`src/rtl/regfile_port_arbiter.sv`:
```
// Two-requester round-robin arbiter sharing the register file's read and write port.
// Supports locked sequences so one requester can run an uninterrupted read-modify-write.
module regfile_port_arbiter #(
    parameter int DATA_WIDTH  = 16,
    parameter int INDEX_WIDTH = 2
) (
    input  logic                   clk,
    input  logic                   reset,
    input  logic                   req0_valid,
    output logic                   req0_ready,
    input  logic                   req0_write,
    input  logic                   req0_lock,
    input  logic [INDEX_WIDTH-1:0] req0_index,
    input  logic [DATA_WIDTH-1:0]  req0_wdata,
    input  logic                   req1_valid,
    output logic                   req1_ready,
    input  logic                   req1_write,
    input  logic                   req1_lock,
    input  logic [INDEX_WIDTH-1:0] req1_index,
    input  logic [DATA_WIDTH-1:0]  req1_wdata,
    output logic                   rsp0_valid,
    output logic [DATA_WIDTH-1:0]  rsp0_rdata,
    output logic                   rsp1_valid,
    output logic [DATA_WIDTH-1:0]  rsp1_rdata,
    output logic [INDEX_WIDTH-1:0] rf_read_index,
    input  logic [DATA_WIDTH-1:0]  rf_read_data,
    output logic [INDEX_WIDTH-1:0] rf_write_index,
    output logic                   rf_write_enable,
    output logic [DATA_WIDTH-1:0]  rf_write_data
);
    typedef enum logic [1:0] {UNLOCKED, LOCKED0, LOCKED1} lock_state_e;

    lock_state_e            state_q, state_d;
    logic                   prio_q, prio_d;   // 1: requester 1 wins a tie
    logic                   gnt0, gnt1, acc, acc_write, acc_lock;
    logic [INDEX_WIDTH-1:0] acc_index;
    logic [DATA_WIDTH-1:0]  acc_wdata;
    logic                   rsp0_valid_q, rsp0_valid_d, rsp1_valid_q, rsp1_valid_d;
    logic [DATA_WIDTH-1:0]  rsp0_rdata_q, rsp0_rdata_d, rsp1_rdata_q, rsp1_rdata_d;

    always_comb begin
        gnt0    = 1'b0;
        gnt1    = 1'b0;
        state_d = state_q;
        prio_d  = prio_q;
        if (!reset) begin
            case (state_q)
                UNLOCKED: begin
                    if (req0_valid && (!req1_valid || !prio_q)) gnt0 = 1'b1;
                    else if (req1_valid)                        gnt1 = 1'b1;
                end
                LOCKED0: gnt0 = req0_valid;
                LOCKED1: gnt1 = req1_valid;
                default: ;
            endcase
        end
        acc       = gnt0 | gnt1;
        acc_write = gnt0 ? req0_write : req1_write;
        acc_lock  = gnt0 ? req0_lock  : req1_lock;
        acc_index = gnt0 ? req0_index : req1_index;
        acc_wdata = gnt0 ? req0_wdata : req1_wdata;
        // Entering a lock already hands priority to the other side, so the
        // pointer update below is a no-op for accepts inside a locked sequence.
        if (acc) begin
            state_d = acc_lock ? (gnt0 ? LOCKED0 : LOCKED1) : UNLOCKED;
            prio_d  = gnt0;
        end
    end

    assign req0_ready      = gnt0;
    assign req1_ready      = gnt1;
    assign rf_write_enable = acc & acc_write;
    assign rf_write_index  = rf_write_enable ? acc_index : '0;
    assign rf_write_data   = rf_write_enable ? acc_wdata : '0;
    assign rf_read_index   = (acc && !acc_write) ? acc_index : '0;

    assign rsp0_valid_d = gnt0 & ~req0_write;
    assign rsp1_valid_d = gnt1 & ~req1_write;
    assign rsp0_rdata_d = rsp0_valid_d ? rf_read_data : rsp0_rdata_q;
    assign rsp1_rdata_d = rsp1_valid_d ? rf_read_data : rsp1_rdata_q;

    always_ff @(posedge clk) begin
        if (reset) begin
            state_q      <= UNLOCKED;
            prio_q       <= 1'b0;
            rsp0_valid_q <= 1'b0;
            rsp1_valid_q <= 1'b0;
            rsp0_rdata_q <= '0;
            rsp1_rdata_q <= '0;
        end else begin
            state_q      <= state_d;
            prio_q       <= prio_d;
            rsp0_valid_q <= rsp0_valid_d;
            rsp1_valid_q <= rsp1_valid_d;
            rsp0_rdata_q <= rsp0_rdata_d;
            rsp1_rdata_q <= rsp1_rdata_d;
        end
    end

    // Masking with reset drops a response whose read was accepted just before reset.
    assign rsp0_valid = rsp0_valid_q & ~reset;
    assign rsp1_valid = rsp1_valid_q & ~reset;
    assign rsp0_rdata = reset ? '0 : rsp0_rdata_q;
    assign rsp1_rdata = reset ? '0 : rsp1_rdata_q;
endmodule
```
`config.mk`:
```
export PLATFORM = sky130hd
export DESIGN_NAME = regfile_port_arbiter
export DESIGN_NICKNAME = d
export VERILOG_FILES = /design/src/rtl/regfile_port_arbiter.sv
export SDC_FILE = /design/constraint.sdc
export NUM_CORES = 1
export LEC_CHECK = 0
export BUFFER_PORTS_ARGS = -buffer_cell sky130_fd_sc_hd__buf_2
export CAP_MARGIN = 15
export CORE_MARGIN = 4
export CORE_UTILIZATION = 42
export DETAILED_ROUTE_END_ITERATION = 6
export GPL_TIMING_DRIVEN = 1
export PLACE_DENSITY = 0.89
export RECOVER_POWER = 100
export SLEW_MARGIN = 15
export SYNTH_ARGS = -nofsm -noshare
export SYNTH_HDL_FRONTEND = slang
export SYNTH_SLANG_ARGS = --single-unit
```
`constraint.sdc`:
```
create_clock -name clk -period 1.8 [get_ports clk]
set_clock_uncertainty 0.15 [all_clocks]
set_input_delay 0.09 -clock clk [delete_from_list [all_inputs] [get_ports clk]]
set_output_delay 0.09 -clock clk [all_outputs]
set_load 0.01 [all_outputs]
```
# ---- After elaboration in Yosys (flattened, before gate mapping)
# Index checks and enable logic that the tools add are counted.
dict set report totals {
  register_bits 37
  in_bits 60
  out_inout_bits 57
  wordCells 42
}
dict set report classes {
  eq_ne 2
  muxes 18
  bitwise 9
  reduce_logical 7
}
# operator count
set op_table {}
lappend op_table {{16-bit 2-to-1 mux} 4}
lappend op_table {{2-bit 2-to-1 mux} 5}
lappend op_table {{1-bit 2-to-1 mux} 7}
lappend op_table {{1-bit bitwise AND} 5}
lappend op_table {{1-bit case mux with 2 select lines} 2}
lappend op_table {{1-bit zero test} 3}
lappend op_table {{1-bit inverter} 3}
lappend op_table {{2-bit by 1-bit equality test with 1-bit output (second input constant)} 1}
lappend op_table {{2-bit equality test (second input constant)} 1}
lappend op_table {{1-bit logical AND} 2}
lappend op_table {{2-bit zero test} 1}
lappend op_table {{1-bit logical OR} 1}
lappend op_table {{1-bit OR} 1}

# ---- Longest topological paths before layout
# Gate-level depths: netlist (run 1).
dict set report logic_depth {
  depth_word 10
  ltp_mapped 5
  mapped_depth_nobuf 3
}

# ---- Worst setup path after synthesis (run 1)
# Ideal clock, no wire load.
dict set report synth_path {
  kind {reg2out}
  from {register state_q[0]}
  to {output rf_write_data[10]}
  arrival_ps 1327
  t_required_ps 1560
  setup_slack_ps 233
  stages_incl_launch_ff 5
  n_path_buf 1
  path_cell_list {dfxtp_1 and3b_4 nor4b_4 buf_6 a22o_1}
}
dict set report synth_via {
  elab_chain_cells 6
  elab_cells_between_ends 12
  cone_classes {eq/ne (2); mux (7); bitwise (2); reduce/logical (1)}
}
# element line_no
set synth_rtl {}
lappend synth_rtl {{start: declaration} 33} ;# lock_state_e state_q, state_d;
lappend synth_rtl {{start signal: assignment} 91} ;# state_q <= state_d;
lappend synth_rtl {{2-bit by 1-bit equality test with 1-bit output (tied with other cells)} 47} ;# case (state_q)
lappend synth_rtl {{1-bit case mux with 2 select lines} 47}
lappend synth_rtl {{1-bit 2-to-1 mux} 46} ;# if (!reset) begin
lappend synth_rtl {{1-bit OR or 1-bit 2-to-1 mux (tied branches)} {57, 58}}
lappend synth_rtl {{1-bit bitwise AND} 72} ;# assign rf_write_enable = acc & acc_write;
lappend synth_rtl {{16-bit 2-to-1 mux (*)} 74} ;# assign rf_write_data = rf_write_enable ? acc_wdata : '0;
lappend synth_rtl {{end: declaration} 29} ;# output logic [DATA_WIDTH-1:0] rf_write_data
# Every way passes the cells marked *; elsewhere a longest branch is shown, timed or not.

# ---- Worst setup path in the final report (run 1)
dict set report layout_path {
  from {register prio_q}
  to {output rf_write_data[14]}
}
dict set report layout_via {
  elab_chain_cells 9
  elab_cells_between_ends 14
  cone_classes {mux (9); bitwise (2); reduce/logical (3)}
}
# element line_no
set layout_rtl {}
lappend layout_rtl {{start: declaration} 34} ;# logic prio_q, prio_d;
lappend layout_rtl {{start signal: assignment} 92} ;# prio_q <= prio_d;
lappend layout_rtl {{1-bit zero test (*)} 49} ;# if (req0_valid && (!req1_valid || !prio_q)) gnt0 = 1'b1;
lappend layout_rtl {{1-bit logical OR (*)} 49}
lappend layout_rtl {{1-bit logical AND (*)} 49}
lappend layout_rtl {{1-bit 2-to-1 mux} 49}
lappend layout_rtl {{1-bit case mux with 2 select lines} 47}
lappend layout_rtl {{1-bit 2-to-1 mux} 46}
lappend layout_rtl {{1-bit OR or 1-bit 2-to-1 mux (tied branches)} {57, 58}}
lappend layout_rtl {{1-bit bitwise AND} 72}
lappend layout_rtl {{16-bit 2-to-1 mux (*)} 74}
# Marked as above.

==> results of run 1 <==
cells by family (layout without fill, tap and decap cells):
group / count (synthesis) / in the layout / share of synthesized area
AO/OA/AOI/OAI: 25 / 25 / 0.118
buffers and inverters: 46 / 192 / 0.117
flip-flops: 37 / 37 / 0.411
multiplexers: 32 / 32 / 0.178
AND/OR/NAND/NOR: 62 / 62 / 0.177
per-stage QoR:
stage	worst slack, ps	setup TNS, ps	cells	util
floorplan	233	0	202	-
global placement	-16.4	-189	365	0.599
detailed placement	-85.4	-1300	365	0.599
CTS	-127	-2050	397	0.689
global route	-195	-5700	398	0.675
finish	-138	-2720	398	0.675
per-layer routing:
layer,vias to the layer above,track usage,part of all wire
li1,952,-,-
met1,879,0.195,0.35
met2,83,0.398,0.53
met3,12,0.0506,0.090
met4,0,0.0885,0.025
met5,-,0,0
worst max-delay path, cell delays in order, from the launching register on:
cell and delay, ps:
sky130_fd_sc_hd__dfxtp_2 340, sky130_fd_sc_hd__buf_6 110, sky130_fd_sc_hd__and3b_4 190, sky130_fd_sc_hd__nor4b_4 300, sky130_fd_sc_hd__buf_6 200, sky130_fd_sc_hd__a22o_1 140
sky130_fd_sc_hd__buf_2 130
how the worst max path moves through the flow:
stage / slack (ps) / startpoint / cells after the start / end
6_report: -140 / prio_q / 6 / rf_write_data[14]
5_1_grt: -200 / prio_q / 6 / rf_write_index[1]
4_1_cts: -130 / prio_q / 6 / rf_write_data[6]
3_5_place_dp: -90 / state_q[0] / 4 / rf_write_data[6]
3_3_place_gp: -20 / state_q[0] / 4 / rf_write_data[5]
2_1_floorplan: 230 / state_q[0] / 4 / rf_write_data[10]
cells in the final DEF (no fill, tap or decap):
| cell | Yosys | layout |
|---|---|---|
| sky130_fd_sc_hd__a21oi_1 | 3 | 3 |
| sky130_fd_sc_hd__a22o_1 | 20 | 20 |
| sky130_fd_sc_hd__and3b_4 | 1 | 1 |
| sky130_fd_sc_hd__buf_12 | 0 | 1 |
| sky130_fd_sc_hd__buf_2 | 1 | 81 |
| sky130_fd_sc_hd__buf_4 | 2 | 7 |
| sky130_fd_sc_hd__buf_6 | 4 | 2 |
| sky130_fd_sc_hd__clkbuf_1 | 5 | 37 |
| sky130_fd_sc_hd__clkbuf_2 | 0 | 5 |
| sky130_fd_sc_hd__clkbuf_8 | 0 | 6 |
| sky130_fd_sc_hd__dfxtp_1 | 37 | 36 |
| sky130_fd_sc_hd__dfxtp_2 | 0 | 1 |
| sky130_fd_sc_hd__dlygate4sd3_1 | 0 | 19 |
| sky130_fd_sc_hd__inv_1 | 33 | 33 |
| sky130_fd_sc_hd__inv_2 | 1 | 1 |
| sky130_fd_sc_hd__mux2i_1 | 32 | 32 |
| sky130_fd_sc_hd__nand2_1 | 48 | 48 |
| sky130_fd_sc_hd__nand2b_2 | 1 | 1 |
| sky130_fd_sc_hd__nand2b_4 | 0 | 1 |
| sky130_fd_sc_hd__nor2_1 | 1 | 1 |
| sky130_fd_sc_hd__nor2b_1 | 2 | 2 |
| sky130_fd_sc_hd__nor3_1 | 2 | 2 |
| sky130_fd_sc_hd__nor3b_4 | 0 | 1 |
| sky130_fd_sc_hd__nor4_4 | 0 | 2 |
| sky130_fd_sc_hd__nor4b_4 | 2 | 2 |
| sky130_fd_sc_hd__o221a_2 | 2 | 2 |
| sky130_fd_sc_hd__or2_1 | 1 | 1 |
cells in the mapped netlist:
cell,instances
sky130_fd_sc_hd__and3b_4,1
sky130_fd_sc_hd__nor2_1,1
sky130_fd_sc_hd__clkbuf_1,5
sky130_fd_sc_hd__o221a_2,2
sky130_fd_sc_hd__a22o_1,20
sky130_fd_sc_hd__nand2b_2,1
sky130_fd_sc_hd__nor4_2,1
sky130_fd_sc_hd__nor3b_2,1
sky130_fd_sc_hd__a21oi_1,3
sky130_fd_sc_hd__buf_4,2
sky130_fd_sc_hd__nor2b_1,2
sky130_fd_sc_hd__buf_6,4
sky130_fd_sc_hd__or2_1,1
sky130_fd_sc_hd__nor3_1,2
sky130_fd_sc_hd__nand2b_1,1
sky130_fd_sc_hd__buf_2,1
sky130_fd_sc_hd__nor4b_4,2
sky130_fd_sc_hd__inv_1,33
sky130_fd_sc_hd__nand2_1,48
sky130_fd_sc_hd__dfxtp_1,37
sky130_fd_sc_hd__inv_2,1
sky130_fd_sc_hd__nor4_1,1
sky130_fd_sc_hd__mux2i_1,32
layout make-up:
type	instances	area, um2	area share
clock buffers	7	86.3	0.0313
inverters	34	128	0.0463
multi-input cells	119	890	0.322
flip-flops and latches	37	742	0.269
well taps	50	62.6	0.0227
repair buffers	151	851	0.308
sequential cells by signal, summed over array words and instances (netlist names):
register and cells:
rsp1_rdata_q 16, rsp1_valid_q 1, rsp0_rdata_q 16, rsp0_valid_q 1, prio_q 1, state_q 2
repair_timing:
item,CTS,global route
hold buffers,19,0
buffers inserted,6,1
endpoints found under the setup margin,21,21
resized for setup,8,2
hold endpoints to repair,35,0
pin swaps,4,7
where the power goes:
part	switching [mW]	leakage, nW	internal [mW]	total (mW)
sequential	0.0120	0.301	0.850	0.862
combinational	0.175	1.16	0.186	0.361
clock	0.261	0.0443	0.303	0.565
total	0.448	1.51	1.34	1.79
==> results.rst, run 1 <==
.. list-table::
   :header-rows: 1

   * - Metric
     - Value
   * - Run status
     - finished with violations
   * - Violations in the final reports
     - setup timing
   * - Clock tree from TritonCTS
     - done
   * - DP HPWL
     - 4060 um
   * - Unrepaired setup endpoints after global routing
     - yes
   * - Nature of the critical path startpoint
     - flip-flop
   * - Arrival time at the worst endpoint
     - between 1500 and 2000 ps
   * - Endpoint of the worst hold path
     - state_q[1]
   * - Share of final-layout standard cells stronger than drive strength 1
     - 0.328
   * - Worst slew margin
     - 0.470
   * - Vertical die dimension
     - 73.5 um
   * - DRC errors left
     - 0
   * - Chip width
     - roughly 74 um
   * - Leakage power of the design
     - around 1.5 nW
   * - WS Path Type
     - flip-flop to primary output
   * - Final number of max-transition violations
     - 0
   * - Number of violations of the max-capacitance limit
     - 0
   * - Critical path peak fanout
     - 15
   * - Final WL
     - roughly 5600 um
   * - Number of synthesis warnings
     - 0
   * - CP Data Required Time
     - about 1600 ps
   * - Peak VDD IR
     - 502 uV
   * - Design Power
     - 1.79 mW
   * - Power per unit of standard cell area
     - about 650 nW/um2
   * - Final hold violation count
     - 0
   * - TritonCTS buffer count
     - 5
   * - Hold slack final
     - 112 ps
   * - Initial DRC count
     - 37
   * - Total track usage
     - 0.203
   * - Gate count of the mapped netlist
     - about 200
   * - Cells on worst reg2reg path
     - 6
   * - Length of the first detailed-routing pass in iterations
     - 4
   * - Remaining number of nets flagged by the antenna check after routing
     - 0
   * - Critical path capture point type
     - primary output
   * - Hold path startpoint
     - req0_valid
   * - Final setup violation count
     - 31
   * - Area overhead of the layout relative to synthesis
     - 52.9%
   * - Top cell type by total area after synthesis
     - sky130_fd_sc_hd__dfxtp_1
   * - Clock latency reported for the late side of the worst-skew pair
     - between 200 and 300 ps
   * - FF-to-FF End
     - rsp0_rdata_q[11]
   * - Post-Place Cell Area
     - around 2400 um2
   * - Share of the cycle needed by the critical path after routing
     - 1.08
   * - Max Fclk
     - ~520 MHz
   * - Type of the most critical hold path
     - input pin to flip-flop
   * - Post-synth design cell area
     - roughly 1800 um2
   * - Clk root buf
     - sky130_fd_sc_hd__clkbuf_8
   * - Largest net degree at the start of global routing
     - between 50 and 60
   * - Number of I/O pins
     - about 120
   * - Layout fillers
     - approximately 340
   * - CTS max path bufs
     - 2
   * - Tightest Pin Transition
     - ~790 ps
   * - Number of global-route vias before repair
     - a little under 2000
   * - Biggest area contributors in the synthesized netlist
     - sky130_fd_sc_hd__dfxtp_1 (41%), sky130_fd_sc_hd__mux2i_1 (18%), sky130_fd_sc_hd__nand2_1 (10%), sky130_fd_sc_hd__a22o_1 (9.7%), sky130_fd_sc_hd__inv_1 (6.9%)
   * - Final layout net count
     - between 400 and 500
   * - Count of buffers inserted at the top-level ports
     - between 100 and 150
   * - Overflow after GRT
     - 0
   * - Average wire length per cell after detail routing
     - 13.9 um
   * - Count of state elements after synthesis
     - 37
   * - Initial Utilization
     - 0.442
   * - Final design area excluding fillers
     - ~2800 um2
   * - Net Count, Synth
     - approximately 260
   * - Final weighted congestion in routability-driven placement
     - 0.825
   * - # rows
     - 23
   * - Core region area
     - roughly 4100 um2
   * - Die area
     - between 5000 and 6000 um2
   * - Final critical path time including I/O delays and setup
     - 1940 ps
   * - Setup slack of the most critical reg-to-reg path
     - -70 ps
   * - Sequential-to-total area share from yosys stat
     - 0.411
   * - Ratio of routed vias to standard cells
     - 4.84
   * - Number of distinct library cells after synthesis
     - 23
   * - H-tree depth
     - 2
   * - Reg-to-Reg Start
     - prio_q
   * - Depth of the worst hold-timing path
     - 3
   * - Via count of the routed design
     - 1926
   * - Area share of the leading cell type in the synthesized netlist
     - 0.411
   * - Sink Count
     - 37
   * - Syn avg cell area
     - slightly below 9 um2
   * - Number of antenna violations at the first check in global routing
     - 0
   * - Clk slew on worst S/H paths
     - roughly 70 ps
   * - Antenna cell count
     - 0
   * - Global-route wire length before repair
     - ~8500 um
   * - Worst Setup Slack, final
     - -138 ps
Note: power is estimated with default switching activity, not from simulation.
==> run 2, diff against run 1 <==
PLACE_DENSITY = 0.76   (was 0.89)
==> results.rst, run 2 (same netlist as run 1, synthesis figures left out) <==
.. list-table::
   :header-rows: 1

   * - Metric
     - Value
   * - Layout fillers
     - roughly 330
   * - Total instance count after detailed placement
     - about 360
   * - CTS max path bufs
     - 2
   * - Post-layout util
     - 0.698
   * - H-tree depth
     - 2
   * - Clock latency reported for the late side of the worst-skew pair
     - between 200 and 300 ps
   * - Setup crit start
     - prio_q
   * - Sum of negative setup slack
     - -2680 ps
   * - Endpoint of the worst hold path
     - prio_q
   * - Average wire length per cell after detail routing
     - approximately 14 um
   * - Sink Count
     - 37
   * - Remaining number of nets flagged by the antenna check after routing
     - 0
   * - Number of I/O pins
     - 117
   * - Final WL
     - 5420 um
   * - Nature of the critical path startpoint
     - flip-flop
   * - Tightest Pin Transition
     - around 780 ps
   * - Hold path startpoint
     - reset
   * - Number of global-route vias before repair
     - 1819
   * - Run status
     - finished with violations
   * - Commonest non-fill, non-tap cell in the layout
     - sky130_fd_sc_hd__buf_2
   * - Antenna cell count
     - 0
   * - Die area
     - 5410 um2
   * - Kind of cell with the highest combined delay on the critical path
     - buffers and inverters
   * - Final critical path time including I/O delays and setup
     - about 2000 ps
   * - Hold slack final
     - a little over 8 ps
   * - Length of the first detailed-routing pass in iterations
     - 4
   * - Clk root buf
     - sky130_fd_sc_hd__clkbuf_8
   * - Peak VDD IR
     - 461 uV
   * - Top library cells by usage in the layout, fill and taps aside
     - sky130_fd_sc_hd__buf_2 (114), sky130_fd_sc_hd__nand2_1 (48), sky130_fd_sc_hd__dfxtp_1 (36), sky130_fd_sc_hd__inv_1 (33), sky130_fd_sc_hd__mux2i_1 (32)
   * - Largest net degree at the start of global routing
     - 51
   * - Stage delay of the slowest cell on the critical path
     - 320 ps
   * - Share of the cycle needed by the critical path after routing
     - 1.09
   * - Critical path peak fanout
     - 5
   * - Number of violations of the max-capacitance limit
     - 0
   * - Max Fclk
     - slightly above 500 MHz
   * - Non-filler instance count after layout
     - ~400
   * - Setup slack of the most critical reg-to-reg path
     - roughly 50 ps
   * - Reg-to-Reg Start
     - prio_q
   * - FF-to-FF End
     - rsp1_rdata_q[15]
   * - Ratio of routed vias to standard cells
     - roughly 4.8
   * - CP Data Required Time
     - between 1500 and 2000 ps
   * - Total buffers and inverters traversed by the critical path
     - 4
   * - Leakage power of the design
     - between 1.5 and 2 nW
   * - CP dominant cell by count
     - sky130_fd_sc_hd__buf_6
   * - Violations in the final reports
     - setup timing
   * - Final layout net count
     - roughly 410
   * - Type of the most critical hold path
     - input pin to flip-flop
   * - Count of buffers inserted at the top-level ports
     - about 120
   * - Chip width
     - 73.5 um
   * - Worst Setup Slack, final
     - -163 ps
   * - Design Power
     - approximately 1.8 mW
   * - Worst slack at placement
     - -124 ps
   * - Clock tree from TritonCTS
     - done
   * - Post-Place Cell Area
     - 2450 um2
   * - Final weighted congestion in routability-driven placement
     - 0.830
   * - Final hold violation count
     - 0
   * - DP HPWL
     - around 3800 um
   * - Final setup violation count
     - 21
   * - TritonCTS buffer count
     - 5
   * - Depth of the worst hold-timing path
     - 2
   * - Initial Utilization
     - 0.442
   * - DRC errors left
     - 0
   * - Overflow after GRT
     - 0
   * - Power per unit of standard cell area
     - between 600 and 700 nW/um2
   * - Via count of the routed design
     - roughly 1900
   * - Unrepaired setup endpoints after global routing
     - yes
   * - Core region area
     - about 4100 um2
   * - Clk slew on worst S/H paths
     - around 60 ps
   * - Vertical die dimension
     - ~74 um
   * - Initial DRC count
     - 45
   * - Arrival time at the worst endpoint
     - 1720 ps
   * - Final design area excluding fillers
     - between 2000 and 3000 um2
   * - Number of antenna violations at the first check in global routing
     - 0
   * - Cells along the critical path
     - buf_6 -> and3b_4 -> nor4b_4 -> buf_6 -> clkbuf_16 -> a22o_1 -> buf_2
   * - Area overhead of the layout relative to synthesis
     - 58.0%
   * - Total track usage
     - 0.195
   * - Registers with the most flip-flops
     - rsp0_rdata_q x16, rsp1_rdata_q x16, state_q x2
   * - Critical path capture point type
     - primary output
   * - Slowest cell on the critical path
     - sky130_fd_sc_hd__dfxtp_2
   * - # rows
     - 23
   * - Share of final-layout standard cells stronger than drive strength 1
     - 0.428
   * - WS Path Type
     - flip-flop to primary output
   * - Worst slew margin
     - 0.478
   * - Final number of max-transition violations
     - 0
   * - Global-route wire length before repair
     - slightly above 8000 um
   * - Cells on worst reg2reg path
     - 6
## run 2: how the worst max path moves through the flow
stage                         to  cells after the start
4_1_cts         rf_write_data[0]                      6
3_3_place_gp    rf_write_data[6]                      4
6_report        rf_write_data[6]                      7
2_1_floorplan  rf_write_data[10]                      4
3_5_place_dp   rf_write_index[1]                      4
5_1_grt         rf_write_data[2]                      7
## run 2: layout make-up
class	instances	area, um2	share of cell area
Inverter	34	128	0.0448
Sequential cell	37	742	0.260
Clock buffer	7	86.3	0.0303
Multi-Input combinational cell	119	881	0.309
Tap cell	50	62.6	0.0219
Timing Repair Buffer	151	952	0.334
## run 2: where the power goes
part | leakage [nW] | internal [mW] | switching (mW)
registers | 0.301 | 0.850 | 0.0111
clock network | 0.0443 | 0.303 | 0.268
logic | 1.33 | 0.204 | 0.174
## run 2: repair_timing
action | in CTS | in global routing
hold buffers | 18 | 0
endpoints found under the setup margin | 21 | 32
hold endpoints to repair | 34 | 0
gates resized for setup | 5 | 4
buffers inserted | 4 | 3
cloned | 1 | 2
pin swaps | 2 | 2
## run 2: routing by layer
layer	vias up	global-route usage	share of wire
li1	950	-	-
met1	844	0.200	0.37
met2	88	0.366	0.51
met3	10	0.0588	0.098
met4	0	0.0724	0.020
met5	-	0	0
